===== src/rtl/wasm_mem_pkg.sv =====
// +----------------------------------------------------------------------------+
// | wasm_mem_pkg : shared types and helpers for the genram store engine        |
// | Revision     : 1.0                                                         |
// +----------------------------------------------------------------------------+
`default_nettype none

package wasm_mem_pkg;

   typedef enum logic [0:0] {
      ST_IDLE  = 1'b0,
      ST_WRITE = 1'b1
   } state_t;

   localparam int C_DEF_AW    = 5;
   localparam int C_DEF_DW    = 8;
   localparam int C_DEF_EXTRA = 4;

   // Packed store bus width: EXTRA**2 words of DW bits.
   function automatic int data_width(input int extra, input int dw);
      return extra * extra * dw;
   endfunction

endpackage

`default_nettype wire


===== src/rtl/genram_core.sv =====
// +----------------------------------------------------------------------------+
// | genram_core : single write port, registered read port storage, no reset    |
// | Revision    : 1.0                                                          |
// +----------------------------------------------------------------------------+
`default_nettype none

module genram_core #(
   parameter int AW = 5,
   parameter int DW = 8
) (
   input  logic          clk,
   input  logic          we,
   input  logic [AW-1:0] waddr,
   input  logic [DW-1:0] wdata,
   input  logic [AW-1:0] raddr,
   output logic [DW-1:0] rdata
);

   logic [DW-1:0] r_mem [2**AW];

   // Read samples the pre-write contents, giving read-before-write on collision.
   always_ff @(posedge clk) begin
      if (we) begin
         r_mem[waddr] <= wdata;
      end
      rdata <= r_mem[raddr];
   end

endmodule

`default_nettype wire


===== src/rtl/genram.sv =====
// +----------------------------------------------------------------------------+
// | genram   : multi-word store engine with range check over a small RAM       |
// | Revision : 1.0                                                             |
// +----------------------------------------------------------------------------+
`default_nettype none

module genram
   import wasm_mem_pkg::*;
#(
   parameter int AW    = C_DEF_AW,
   parameter int DW    = C_DEF_DW,
   parameter int EXTRA = C_DEF_EXTRA
) (
   input  logic                               clk,
   input  logic                               rst_n,
   input  logic                               wr_valid,
   output logic                               wr_ready,
   input  logic [AW-1:0]                      wr_addr,
   input  logic [EXTRA-1:0]                   wr_extra,
   input  logic [data_width(EXTRA, DW)-1:0]   wr_data,
   output logic                               busy,
   output logic                               done,
   output logic                               error,
   input  logic [AW-1:0]                      rd_addr,
   output logic [DW-1:0]                      rd_data
);

   localparam int C_DATA_W = data_width(EXTRA, DW);
   localparam int C_NPOS   = 2**AW;

   state_t               r_state;
   logic [AW-1:0]        r_addr;
   logic [EXTRA-1:0]     r_extra;
   logic [EXTRA-1:0]     r_idx;
   logic [C_DATA_W-1:0]  r_data;
   logic                 r_done;
   logic                 r_error;
   logic                 r_rd_en;

   logic                 w_accept;
   logic [AW:0]          w_end;
   logic                 w_range_err;
   logic                 w_last;
   logic                 w_we;
   logic [AW-1:0]        w_waddr;
   logic [EXTRA-1:0]     w_sel;
   int                   w_base;
   logic [DW-1:0]        w_wdata;
   logic [DW-1:0]        w_core_q;

   assign w_accept    = wr_valid && (r_state == ST_IDLE);
   assign w_end       = {1'b0, wr_addr} + (AW+1)'(wr_extra);
   assign w_range_err = (w_end >= (AW+1)'(C_NPOS));
   assign w_last      = (r_idx == r_extra);
   assign w_we        = (r_state == ST_WRITE);
   assign w_waddr     = r_addr + AW'(r_idx);

   // Word 0 sits highest within the low (extra+1) words of the bus.
   assign w_sel       = r_extra - r_idx;
   assign w_base      = int'(w_sel) * DW;
   assign w_wdata     = r_data[w_base +: DW];

   always_ff @(posedge clk or negedge rst_n) begin
      if (!rst_n) begin
         r_state <= ST_IDLE;
         r_addr  <= '0;
         r_extra <= '0;
         r_idx   <= '0;
         r_data  <= '0;
         r_done  <= 1'b0;
         r_error <= 1'b0;
      end else begin
         r_done  <= 1'b0;
         r_error <= 1'b0;
         case (r_state)
            ST_IDLE: begin
               if (w_accept) begin
                  if (w_range_err) begin
                     r_error <= 1'b1;
                  end else begin
                     r_state <= ST_WRITE;
                     r_idx   <= '0;
                     r_addr  <= wr_addr;
                     r_extra <= wr_extra;
                     r_data  <= wr_data;
                  end
               end
            end
            ST_WRITE: begin
               if (w_last) begin
                  r_state <= ST_IDLE;
                  r_idx   <= '0;
                  r_done  <= 1'b1;
               end else begin
                  r_idx   <= r_idx + EXTRA'(1);
               end
            end
            default: r_state <= ST_IDLE;
         endcase
      end
   end

   // Storage has no reset, so read data is held at zero until the first post-reset read.
   always_ff @(posedge clk or negedge rst_n) begin
      if (!rst_n) begin
         r_rd_en <= 1'b0;
      end else begin
         r_rd_en <= 1'b1;
      end
   end

   genram_core #(
      .AW (AW),
      .DW (DW)
   ) u_core (
      .clk   (clk),
      .we    (w_we),
      .waddr (w_waddr),
      .wdata (w_wdata),
      .raddr (rd_addr),
      .rdata (w_core_q)
   );

   assign wr_ready = (r_state == ST_IDLE);
   assign busy     = (r_state == ST_WRITE);
   assign done     = r_done;
   assign error    = r_error;
   assign rd_data  = {DW{r_rd_en}} & w_core_q;

endmodule

`default_nettype wire


===== config.mk =====
export PLATFORM = sky130hd
export DESIGN_NAME = genram
export DESIGN_NICKNAME = d
export VERILOG_FILES = /design/src/rtl/wasm_mem_pkg.sv /design/src/rtl/genram_core.sv /design/src/rtl/genram.sv
export SDC_FILE = /design/constraint.sdc
export NUM_CORES = 1
export LEC_CHECK = 0
export BUFFER_PORTS_ARGS = -buffer_cell sky130_fd_sc_hd__clkbuf_2
export CORE_UTILIZATION = 30
export DETAILED_ROUTE_END_ITERATION = 16
export GPL_TIMING_DRIVEN = 1
export PLACE_DENSITY = 0.55
export SYNTH_ARGS = -nofsm -noshare
export SYNTH_HDL_FRONTEND = slang
export SYNTH_SLANG_ARGS = --single-unit

===== constraint.sdc =====
create_clock -name clk -period 3.2 [get_ports clk]
set_clock_uncertainty 0.2 [all_clocks]
set_input_delay 0.64 -clock clk [delete_from_list [all_inputs] [get_ports clk]]
set_output_delay 0.64 -clock clk [all_outputs]
set_load 0.02 [all_outputs]

Word level (Yosys, flattened, before mapping)

Memories as Yosys holds them, arrays and structs flattened. A register that Yosys moved wholly into a read port is not among the register bits.
Cells that the tools add are included.

Divide/modulo/power cells: 0
Shift-type cells: 1
Equality and inequality tests: 3
Order comparisons: 1
Reductions and logical operators: 3
Multiply operators: 0
Bitwise gates (word level): 3
Add/sub/neg operators: 4
Muxes and demuxes: 15

Operator list:

| cell                                                            | count |
|---|---|
| 128-bit by 8-bit variable part select with 8-bit output         | 1 |
| 4-bit 2-to-1 mux                                                | 3 |
| 1-bit 2-to-1 mux                                                | 10 |
| 8-bit AND                                                       | 1 |
| 4-bit case mux with 2 select lines                              | 1 |
| 5-bit by 4-bit adder with 6-bit output                          | 1 |
| 6-bit greater-or-equal comparator, second input constant        | 1 |
| 5-bit by 4-bit adder with 5-bit output                          | 1 |
| 4-bit by 1-bit adder with 4-bit output, second input constant   | 1 |
| 4-bit == test                                                   | 1 |
| 4-bit subtractor                                                | 1 |
| 3-bit AND reduction                                             | 1 |
| 2-bit by 1-bit != test with 1-bit output, second input constant | 1 |
| 2-bit != test, second input constant                            | 1 |
| 1-bit inverter                                                  | 2 |
| 1-bit case mux with 2 select lines                              | 1 |
| 2-bit AND reduction                                             | 1 |
| 1-bit logical AND                                               | 1 |

Memories: 1
Bits in latches: 0
Output and inout port bits: 12
Memory bits (writable): 256
Flip-flop bits (word level): 145
Bits in read-only memories: 0
Logic and storage cells: 39

Memory list:

| name         | depth | bits a word | rd ports | clocked after memory_dff | write ports | line              | source |
|---|---|---|---|---|---|---|---|
| u_core.r_mem | 32    | 8           | 1        | 1                        | 1           | genram_core.sv:19 | `logic [DW-1:0] r_mem [2**AW];` |

Longest topological paths before layout

Depth after elaboration: 5
Depth in mapped cells: 8
Gate-level depth less buffers: 7

Modules after synthesis

A second synthesis with hierarchy kept.

Cell total of the unflattened synthesis: 900
Area total of the unflattened synthesis: 17,042.6 um^2

By module, submodules not included:

| module      | instances | cells each | area each (um^2) |
|---|---|---|---|
| genram_core | 1         | 417        | 10,053.4 |
| genram      | 1         | 483        | 6,989.2 |

Worst setup path after synthesis

Ideal clock, no wire load.

Kind: flip-flop to flip-flop
From: register r_idx[0]
To: memory u_core.r_mem[0][4], data pin
Buffers on the path: 1
Cell stages (with the launch flop): 8
Arrival time: 2.472 ns
Setup slack: 0.079 ns
Data required time: 2.551 ns
Path through: dfrtp_1 > ha_1 > fa_1 > buf_1 > mux4_2 > nand2_1 > a22o_1 > nand3_1

Word-level cells in the longest chain between the ends: 2

Ends and longest elaborated chain:

| item                                                    | line              | source |
|---|---|---|
| start, declared                                         | genram.sv:34      | `logic [EXTRA-1:0] r_idx;` |
| start signal, assigned                                  | genram.sv:95      | `r_idx <= r_idx + EXTRA'(1);` |
| 4-bit subtractor                                        | genram.sv:59      | `assign w_sel = r_extra - r_idx;` |
| 128-bit by 8-bit variable part select with 8-bit output | genram.sv:61      | `assign w_wdata = r_data[w_base +: DW];` |
| named net u_core.wdata[4]                               | genram_core.sv:14 | `input logic [DW-1:0] wdata,` |
| end, declared                                           | genram_core.sv:19 |  |

The timed path passes the listed nets, and every way through them passes these cells.

Worst setup path in the final report

From: register r_idx[0]
To: memory u_core.r_mem[11][4], data pin

Same word-level chain as after synthesis.

==> results.cfg <==
[detailed_routing]
drt-initial-drc-count = 662
detail-route-antenna-nets = 0
vias = 8980
via_per_inst = 4.75
dr.pass1.iters = 4
routedWlPerCell_um = 20.6
drc = 0
finalWirelength_mm = 39.0

[power]
p_int_mw = 17.6
clkPwrFrac_pct = 18.7
netSwitchingFraction_pct = 34.8
switchingPower_mw = 9.40
ir_drop_uv = 894
p_comb_share_pct = 39.1
power_density_nw_per_um2 = 1320
p_leak_nw = 7.58
pwr-share-seq_pct = 42.2

[cts]
path_clk_slew_ns = 0.06
cts.repair.resized = 0
clkSinkCount = 409
cts_buffer_depth = 3
htree_levels = 2
cts_buffers = 45
clk_latency_ns = 0.57
cts_tree = done
clock-root-buffer = clkbuf_16

[synth]
synthSimpleGateAreaFrac_pct = 3.09
synth_compound_area_share_pct = 1.43
synth.yosys.seq_area_share_pct = 67.8
synth_nets = 1048
yosys.area_share.adder_pct = 1.12
synth_top_family_by_area = multiplexers
ys_ff_latch = 409
ys_warn_count = 0
synth_area_um2 = 16900
ys_types = 37
muxShareOfSynthArea_pct = 24.5
syn_inst = 889
synthXorXnorAreaFrac_pct = 0.362
syn_area_per_cell_um2 = 19.0

[critical_path]
endpoint_kind = flip-flop
critical_path_class = flip-flop to flip-flop
reg2regPathDepth = 9
timing.rr.start = r_idx[0]$_DFFE_PN0P_
cp.arrival_ns = 3.05
reg2reg_setup_slack_ns = 0.23
crit_path_start_kind = flip-flop
critical_path_peak_fanout = 32
r2r_end = u_core.r_mem[11][4]$_DFFE_PP_
crit_required_ns = 3.27

[min_path]
holdPathEnd = r_data[45]$_DFFE_PN0P_
worstHoldPathCells = 2
hold_class = input port to flip-flop
min_from = wr_data[45]

[die]
die_width_um = 240
initial_core_util_pct = 30.6
die-area_um2 = 57400
rows = 86
boundaryPins = 157
core_um2 = 55400
die_y_um = 240

[status]
status = finished clean

[sta]
hold_viol = 0
drv_slew = 0
setup-violations-final = 0
timing.final.crit_share_pct = 92.8
fin_tns_setup_ns = 0
relSlewSlack_pct = 24.0
timing.fmax_ghz = 0.337
hold_slack_ns = 0.108
rsz0062_at_grt = no
tightestPinTransition_ns = 1.13
min_period_ns = 2.97

[cells_and_area]
synthToLayoutAreaGrowth_pct = 21.1
drive_above_1_share_pct = 47.4
fillers = 5159
nets = 1264

[job]
drv_cap = 0

[placed_design]
place.gp.congestion = 0.769
dp_hpwl_mm = 26.4
port_buffers = 156

[global_routing]
grt_overflow = 0
antenna_found_initial = 10
grt_max_degree = 73
grt_pass1_vias = 9669
grt_pass1_wl_mm = 60.2
grt_util_all_layers_pct = 14.0
sequential cells by signal, indices dropped and copies added (netlist names):
signal,cells
u_core.rdata,8
busy,1
r_extra,4
r_rd_en,1
u_core.r_mem,256
r_addr,5
r_idx,4
r_data,128
done,1
error,1
stage by stage:
stage          power [mW]  setup WS, ns  util [%]  cells  area, um^2
2_1_floorplan        17.7        0.0790         -    889       16900
3_3_place_gp         21.9         0.213      34.4   1805       19000
3_5_place_dp         22.3         0.184      34.4   1805       19000
4_1_cts              27.5         0.174      37.0   1889       20500
5_1_grt              28.6        0.0750      37.0   1889       20500
6_report             27.0         0.229      37.0   1892       20500
cell type report:
type / instances / area [um^2] / share of cell area, %
sequential: 409 / 11500 / 56.0
tap: 748 / 936 / 4.57
clock inverter: 15 / 160 / 0.781
antenna: 3 / 7.51 / 0.0366
inverter: 11 / 41.3 / 0.201
clock buffer: 68 / 1270 / 6.21
multi-input combinational: 416 / 5180 / 25.3
timing repair buffer: 222 / 1430 / 6.95
synth_stat cells:
| master | number | share of area [%] |
|---|---|---|
| nand2b_1 | 1 | 0.037 |
| nand3_1 | 13 | 0.38 |
| o22ai_1 | 2 | 0.074 |
| a2bb2oi_1 | 2 | 0.10 |
| dfxtp_1 | 8 | 0.95 |
| or3_1 | 1 | 0.037 |
| o21ai_0 | 5 | 0.15 |
| o21ai_1 | 2 | 0.059 |
| inv_1 | 11 | 0.24 |
| xor2_1 | 4 | 0.21 |
| buf_2 | 17 | 0.50 |
| nand2_1 | 22 | 0.49 |
| ha_1 | 12 | 0.89 |
| conb_1 | 1 | 0.022 |
| o22a_1 | 1 | 0.052 |
| and2_1 | 8 | 0.30 |
| buf_4 | 6 | 0.27 |
| edfxtp_1 | 256 | 45 |
| a21o_1 | 3 | 0.13 |
| a21oi_1 | 9 | 0.27 |
| clkbuf_1 | 19 | 0.42 |
| buf_6 | 1 | 0.066 |
| fa_1 | 2 | 0.24 |
| mux2_2 | 144 | 9.6 |
| nor3_1 | 34 | 1.0 |
| nand4_1 | 17 | 0.63 |
| buf_1 | 10 | 0.22 |
| nand3b_1 | 3 | 0.13 |
| a22o_1 | 8 | 0.41 |
| nor2_1 | 2 | 0.044 |
| o2111ai_1 | 1 | 0.052 |
| xnor2_1 | 3 | 0.16 |
| o211ai_1 | 1 | 0.044 |
| dfrtp_1 | 145 | 21 |
| and3_1 | 1 | 0.037 |
| a211oi_1 | 2 | 0.089 |
| mux4_2 | 112 | 15 |
per-layer routing:
layer  global-route usage (%)  share of wire (%)
met1                     19.3                 45
met2                     21.0                 45
met3                     4.32                7.4
met4                     4.35                2.4
met5                        0               0.16
critical path: stages, from the launching register on:
cell	delay, ns
dfrtp_1	0.38
buf_4	0.15
ha_2	0.18
fa_2	0.55
buf_12	0.22
mux4_2	0.36
nand2_1	0.12
a22o_1	0.16
nand3_1	0.09
buf_4	0.24
layout by cell type (no fill, tap or decap), types with 11 or more instances in the layout:
cell type  count
ha_1          11
dfrtp_1      145
clkbuf_2     154
buf_4         55
clkbuf_1      17
edfxtp_1     256
clkbuf_16     45
nand4_1       17
inv_1         11
nor3_1        34
nand3_1       13
nand2_1       22
mux4_2       112
buf_12        11
mux2_2       144
logic make-up after synthesis:
| family | count (synthesis) |
|---|---|
| DFF | 409 |
| muxes | 256 |
| AOI/OAI and AO/OA | 36 |
| adders and majority gates | 14 |
| other | 1 |
| and+or+nand+nor | 102 |
| buffers and inverters | 64 |
| xor gates and xnor gates | 7 |
what timing repair did:
action | in CTS | in global routing
buffers inserted | 0 | 0
endpoints found under the hold margin | 68 | 0
hold buffers | 1 | 0
worst max path at each step:
| stage | from | end | slack [ns] | cells after the start |
|---|---|---|---|---|
| after detailed placement | r_idx[0]$_DFFE_PN0P_ | u_core.r_mem[12][6]$_DFFE_PP_ | 0.18 | 9 |
| after global placement | r_idx[0]$_DFFE_PN0P_ | u_core.r_mem[8][6]$_DFFE_PP_ | 0.21 | 9 |
| final | r_idx[0]$_DFFE_PN0P_ | u_core.r_mem[11][4]$_DFFE_PP_ | 0.23 | 9 |
| after CTS | r_idx[0]$_DFFE_PN0P_ | u_core.r_mem[2][6]$_DFFE_PP_ | 0.17 | 9 |
| after floorplan | r_idx[0]$_DFFE_PN0P_ | u_core.r_mem[0][4]$_DFFE_PP_ | 0.08 | 7 |
| after global routing | r_idx[1]$_DFFE_PN0P_ | u_core.r_mem[26][2]$_DFFE_PP_ | 0.07 | 5 |
power groups by stage:
stage / registers, mW / clock network [mW] / logic (mW)
5_1_grt: 11.6 / 5.40 / 11.6
4_1_cts: 11.4 / 5.19 / 10.9
3_3_place_gp: 11.4 / 0 / 10.5
3_5_place_dp: 11.5 / 0 / 10.8
2_1_floorplan: 11.3 / 0 / 6.36
6_report: 11.4 / 5.05 / 10.6
(Power assumes the default switching activity.)
